**config.mk**
```make
export PLATFORM = sky130hd
export DESIGN_NAME = mem_access_unit
export DESIGN_NICKNAME = d
export VERILOG_FILES = /design/src/rtl/mem_access_pkg.sv /design/src/rtl/mem_lane_align.sv /design/src/rtl/mem_access_unit.sv
export SDC_FILE = /design/constraint.sdc
export NUM_CORES = 1
export LEC_CHECK = 0
export ABC_AREA = 1
export CAP_MARGIN = 20
export CORE_AREA = 8 8 119 121
export DETAILED_ROUTE_END_ITERATION = 10
export DIE_AREA = 0 0 127 129
export PLACE_DENSITY_LB_ADDON = 0.3
export SYNTH_ARGS = -nofsm -noshare
export SYNTH_HDL_FRONTEND = slang
export SYNTH_HIERARCHICAL = 1
export SYNTH_SLANG_ARGS = --single-unit
```
**constraint.sdc**
```tcl
create_clock -name clock -period 3.6 [get_ports clock]
set_input_delay 0.72 -clock clock [delete_from_list [all_inputs] [get_ports clock]]
set_output_delay 0.72 -clock clock [all_outputs]
set_load 0.02 [all_outputs]
```
**src/rtl/mem_access_pkg.sv**
```systemverilog
// mem_access_pkg: shared encodings for the load/store sequencer and its lane aligner.
package mem_access_pkg;

    localparam logic [1:0] SZ_BYTE = 2'b00;
    localparam logic [1:0] SZ_HALF = 2'b01;
    localparam logic [1:0] SZ_WORD = 2'b10;
    localparam logic [1:0] SZ_ILL  = 2'b11;

    localparam int BYTE_W = 8;
    localparam int HALF_W = 16;

    localparam logic [1:0] LANE0 = 2'd0;
    localparam logic [1:0] LANE1 = 2'd1;
    localparam logic [1:0] LANE2 = 2'd2;
    localparam logic [1:0] LANE3 = 2'd3;

    typedef enum logic [1:0] {IDLE, ISSUE, WAIT, RESP} state_e;

endpackage

```
**src/rtl/mem_lane_align.sv**
```systemverilog
// mem_lane_align: little-endian lane extraction with sign/zero extension, and sub-word store merge.
module mem_lane_align
    import mem_access_pkg::*;
#(
    parameter int DATA_W = 32
) (
    input  logic [1:0]        size,
    input  logic [1:0]        lane,
    input  logic              is_unsigned,
    input  logic [DATA_W-1:0] old_word,
    input  logic [DATA_W-1:0] new_data,
    output logic [DATA_W-1:0] load_data,
    output logic [DATA_W-1:0] merged
);
    logic [BYTE_W-1:0] byte_v;
    logic [HALF_W-1:0] half_v;

    assign byte_v = lane == LANE0 ? old_word[7:0]   :
                    lane == LANE1 ? old_word[15:8]  :
                    lane == LANE2 ? old_word[23:16] : old_word[31:24];
    assign half_v = lane[1] ? old_word[31:16] : old_word[15:0];

    assign load_data = size == SZ_BYTE ? {{(DATA_W-BYTE_W){!is_unsigned && byte_v[BYTE_W-1]}}, byte_v} :
                       size == SZ_HALF ? {{(DATA_W-HALF_W){!is_unsigned && half_v[HALF_W-1]}}, half_v} :
                       old_word;

    always_comb begin
        merged = old_word;
        if (size == SZ_BYTE) merged[{lane, 3'b000} +: BYTE_W] = new_data[BYTE_W-1:0];
        else if (size == SZ_HALF) merged[{lane[1], 4'b0000} +: HALF_W] = new_data[HALF_W-1:0];
        else merged = new_data;
    end

endmodule

```
**src/rtl/mem_access_unit.sv**
```systemverilog
// mem_access_unit: load/store sequencer turning byte/half/word requests into data_mem word accesses,
// with read-modify-write for sub-word stores and a valid/ready handshake toward the pipeline.
module mem_access_unit
    import mem_access_pkg::*;
#(
    parameter int ADDR_W = 11,
    parameter int DATA_W = 32
) (
    input  logic              clock,
    input  logic              reset,
    input  logic              req_valid,
    output logic              req_ready,
    input  logic              req_write,
    input  logic [1:0]        req_size,
    input  logic              req_unsigned,
    input  logic [31:0]       req_addr,
    input  logic [DATA_W-1:0] req_wdata,
    output logic              resp_valid,
    output logic [DATA_W-1:0] resp_rdata,
    output logic              resp_error,
    output logic [ADDR_W-1:0] mem_address,
    output logic              mem_write,
    output logic              mem_read,
    output logic [DATA_W:0]   mem_in_data,
    input  logic [DATA_W:0]   mem_out_data
);
    state_e            state;
    logic              r_write;
    logic              r_unsigned;
    logic [1:0]        r_size;
    logic [1:0]        r_lane;
    logic [DATA_W-1:0] r_wdata;
    logic              req_err;
    logic              word_store;
    logic [DATA_W-1:0] load_data;
    logic [DATA_W-1:0] merged;
    logic              unused_msb;

    assign unused_msb = mem_out_data[DATA_W];
    assign req_ready  = state == IDLE;
    assign word_store = r_write && r_size == SZ_WORD;

    assign req_err = req_size == SZ_ILL ||
                     (req_size == SZ_HALF && req_addr[0]) ||
                     (req_size == SZ_WORD && req_addr[1:0] != 2'b00) ||
                     (req_addr >> (ADDR_W + 2)) != '0;

    // Strobes decode from state so the WAIT-cycle merge can use this cycle's read data;
    // reset gates them so an aborted access never writes.
    assign mem_write   = !reset && r_write && ((state == ISSUE && r_size == SZ_WORD) || state == WAIT);
    assign mem_read    = !reset && state == ISSUE && !word_store;
    assign mem_in_data = mem_write ? {1'b0, state == WAIT ? merged : r_wdata} : '0;

    mem_lane_align #(.DATA_W(DATA_W)) u_align (
        .size        (r_size),
        .lane        (r_lane),
        .is_unsigned (r_unsigned),
        .old_word    (mem_out_data[DATA_W-1:0]),
        .new_data    (r_wdata),
        .load_data   (load_data),
        .merged      (merged)
    );

    always_ff @(posedge clock) begin
        if (reset) begin
            state       <= IDLE;
            resp_valid  <= 1'b0;
            resp_error  <= 1'b0;
            resp_rdata  <= '0;
            mem_address <= '0;
            r_write     <= 1'b0;
            r_unsigned  <= 1'b0;
            r_size      <= SZ_BYTE;
            r_lane      <= LANE0;
            r_wdata     <= '0;
        end else begin
            case (state)
                IDLE: if (req_valid) begin
                    r_write     <= req_write;
                    r_unsigned  <= req_unsigned;
                    r_size      <= req_size;
                    r_lane      <= req_addr[1:0];
                    r_wdata     <= req_wdata;
                    mem_address <= req_addr[ADDR_W+1:2];
                    resp_valid  <= req_err;
                    resp_error  <= req_err;
                    state       <= req_err ? RESP : ISSUE;
                end
                ISSUE: begin
                    resp_valid <= word_store;
                    state      <= word_store ? RESP : WAIT;
                end
                WAIT: begin
                    resp_valid <= 1'b1;
                    resp_rdata <= r_write ? '0 : load_data;
                    state      <= RESP;
                end
                RESP: begin
                    resp_valid <= 1'b0;
                    resp_error <= 1'b0;
                    resp_rdata <= '0;
                    state      <= IDLE;
                end
                default: state <= IDLE;
            endcase
        end
    end

endmodule

```
==> impl_summary.md <==
STA
Hold is met by around 0.48 ns. The maximum clock skew at final layout is ~0.0079 ns. Measured against its own limit, the worst slew margin works out to between 50 and 60%. Setup repair after global routing left no endpoint under its margin. The upper clock frequency limit is approximately 300 MHz. The final critical-path share of the clock period is a little over nine tenths.

After layout, the minimum clock period comes to 3.41 ns. Setup violations remaining at the end of the flow were counted as 0. The final sum of negative setup slack is 0 ns. At the pin with the least slew margin, the transition time is roughly 0.63 ns. The number of failing hold endpoints at the final stage is 0. The number of pins with negative max-slew slack in the final report is 0.

GRT
The pin count of the biggest net entering global routing is between 50 and 60. The global-route wire length before repair is 37.2 mm. The initial antenna violation count came to 0. Global routing consumed, over all layers together, between 20% and 30% of the routing resources. The via count of the first global-routing pass is about 6900. After global routing the overflow that remains totals 0.

Routing
The first-pass detailed-route iteration total is 8. The post-detailed-route DRC marker count is 0. The total routed wirelength is between 20 and 25 mm.

The number of nets still failing antenna checks after routing is 0. The via-per-instance ratio is roughly 5.5. The first routing iteration left just over 700 violations. The total vias in the final route is between 7000 and 8000. The average detailed-routed wire length per instance is 17.2 um.

Setup path
The cell that appears most often on the critical path is sky130_fd_sc_hd__nand2_1. On the worst path, the slowest cell contributes a delay of between 0.6 and 0.7 ns. The maximum fanout encountered on the critical timing path is 10. Setup slack on the worst reg-to-reg path comes out at between 1 and 1.5 ns. The critical path in this run is classified as reg -> out. The startpoint type of the worst setup path is a register. The signal on the critical path passes through inv_2, ha_1, clkinvlp_4, nand3_2, o21ai_0, nand2_1, nand2_1, nand2_1, a21oi_1, clkdlybuf4s50_1. For the worst setup path, the data required time is approximately 2.9 ns. At the worst endpoint, the arrival time is ~2.7 ns. The slowest stage of the critical path belongs to the cell sky130_fd_sc_hd__clkdlybuf4s50_1. STA classifies the critical path endpoint as a primary output.

Finish
The fill cell instance count of the final layout is 1130. The area growth from synthesis to final layout is 36.7%. For this run, the number of standard cells in the final layout without fillers is 1400. In the final layout, the share of cells above drive strength 1 is a little under 6%. Leaving out fill and tap cells, the most frequent cell in the layout is sky130_fd_sc_hd__nand2_1. The post-layout net count is about 1400. Leaving out fill and tap cells, the most frequent cells in the layout are sky130_fd_sc_hd__nand2_1 (370), sky130_fd_sc_hd__clkdlybuf4s50_1 (164), sky130_fd_sc_hd__nand3_1 (125). The repair_antennas step left the layout with diodes totalling 0. Cells fill around 70% of the core in the end.

Synthesis
The compound-gate portion of the synthesized area is about 16%. The main combinational cell family by area after synthesis is simple AND/OR/NAND/NOR gates. Counting flops and latches in the post-synthesis netlist gives 85. After Yosys synthesis, full adders, half adders and majority gates account for between 2 and 2.5% of the synthesized area. The synthesized netlist contains 31 unique library cells. In the synthesized netlist, mux cells make up 0% of the area.

The average instance area after synthesis is about 5.7 um^2. The synthesized net count is approximately 1200. After synthesis, flip-flops and latches occupy 27.4% of the total area.

After synthesis the cells add up to roughly 6200 um^2. The simple-gate portion of the synthesized area is between 40% and 50%. Synthesis produced a netlist whose cell count is approximately 1100. The Yosys step of the flow raised 6 warnings.

Of the total synthesized cell area, the portion taken by XOR and XNOR cells is 0%.

Place
The quantity of I/O buffers inserted on ports is between 150 and 200. The number of cells after detailed placement is approximately 1400. The last weighted congestion value of the routability-driven placer is 1.00. The final HPWL from detailed placement is between 15 and 20 mm.

Floorplan
The placement row count is 41. The floorplan step defined a core boundary enclosing ~12000 um^2. The die is around 130 um tall.

The die is around 130 um wide. In this run the count of I/O pins placed on the die edge is about 190. The area enclosed by the die boundary is between 15000 and 20000 um^2. The initial utilization of the core area, before any placement, comes to about half.

Clock network
The deepest clock path buffer count is 2. For the worst-skew pair, the clock arrives at the later sink with an insertion delay of 0.35 ns. The count of clock tree sinks is 85. The number of buffers inserted during clock tree synthesis is 9. Hold repair after CTS inserted 0 buffers. The TritonCTS clock tree is done. The H-tree generated during clock tree synthesis spans 3 levels. The clock transition time at the flip-flop clock pins of the worst setup and hold paths is around 0.07 ns. CTS placed an instance of sky130_fd_sc_hd__clkbuf_16 at the clock tree root.

Job
The number of maximum-capacitance violations is 0.

Pwr
The cell area power density is between 400 and 500 nW/um^2. The maximum resistive drop on vdd is about 360 uV. Summed over all cells, the static leakage comes to ~4.1 nW.

Outcome
The flow ran to the end, and the final reports show no timing, DRC or antenna violations.

Min path
The worst hold-check path type is reg -> reg.
==> layout make-up <==
| cell class | count | area, um^2 | area share (%) |
|---|---|---|---|
| sequential | 85 | 1700 | 20.1 |
| multi-input combinational | 840 | 3770 | 44.5 |
| timing repair buffer | 218 | 2140 | 25.3 |
| tap | 150 | 188 | 2.21 |
| clock inverter | 7 | 103 | 1.21 |
| inverter | 91 | 348 | 4.10 |
| clock buffer | 9 | 225 | 2.65 |
==> where the power goes <==
part           internal [W]  total (W)  switching [W]
Clock              0.000618    0.00104       0.000423
Combinational      0.000671    0.00180        0.00113
Sequential          0.00108    0.00122       0.000134
Total               0.00237    0.00406        0.00169
==> synthesized netlist by cell type, drive strengths merged <==
master  number  area share [%]
nand3      129              11
dfxtp       85              27
nand3b       1            0.12
nor2       125             7.9
buf         52             4.9
nor3         1           0.081
o21bai       3            0.36
conb         1           0.060
a22oi        7            0.85
clkinv       6            0.36
a21oi       89             7.2
o21ai       84             6.8
ha          10             2.0
inv         85             5.2
o211ai       1            0.12
nand2      373              23
a21boi       7            0.85
clkbuf      24             1.5
or2          1            0.10
nand4        8            0.81
==> worst paths after layout <==
path / from / cells after the start / end
min: mem_address[3] / 2 / mem_address[3]
max reg2reg: r_lane[1] / 10 / resp_rdata[29]
min reg2reg: mem_address[3] / 2 / mem_address[3]
max: r_lane[1] / 10 / mem_in_data[14]
==> flip-flops by register name, indices dropped and copies added, names as in the netlist, 2 cells and up <==
register,flops
r_size,2
state,2
resp_rdata,32
r_wdata,32
mem_address,11
r_lane,2
==> repair_timing <==
| item | CTS | global route |
|---|---|---|
| pin swaps | 0 | 1 |
| resized for setup | 1 | 23 |
| setup buffers | 0 | 1 |
| endpoints found under the setup margin | 3 | 25 |
==> cells by family (layout without fill, tap and decap cells) <==
group | after synthesis | count (layout)
AND/OR/NAND/NOR | 638 | 638
AO/OA/AOI/OAI | 191 | 191
buffers and inverters | 167 | 325
flip-flops | 85 | 85
adder cells (fa/ha/maj) | 10 | 10
other | 1 | 1
==> layer usage <==
layer	vias to the layer above	wire, um	global-route usage, %
li1	3794	-	-
met1	3522	10300	37.5
met2	318	11100	46.5
met3	45	2010	5.34
met4	0	569	9.73
met5	-	0	0
==> metrics by stage <==
step / instance area (um^2) / setup WS [ns] / total power, W
floorplan: 6200 / 0.859 / 0.00237
global placement: 8070 / 0.237 / 0.00297
detailed placement: 8070 / 0.251 / 0.00299
CTS: 8410 / -0.0215 / 0.00403
global route: 8480 / 0.00891 / 0.00431
finish: 8480 / 0.190 / 0.00406
==> worst max-delay path, delay by kind of cell, from the launching register on <==
family	cells	cell delay [ns]
buffers and inverters	3	0.93
flip-flops	1	0.46
AND/OR/NAND/NOR	4	0.37
AO/OA/AOI/OAI	2	0.35
adder cells (fa/ha/maj)	1	0.23
(Power assumes the default switching activity.)
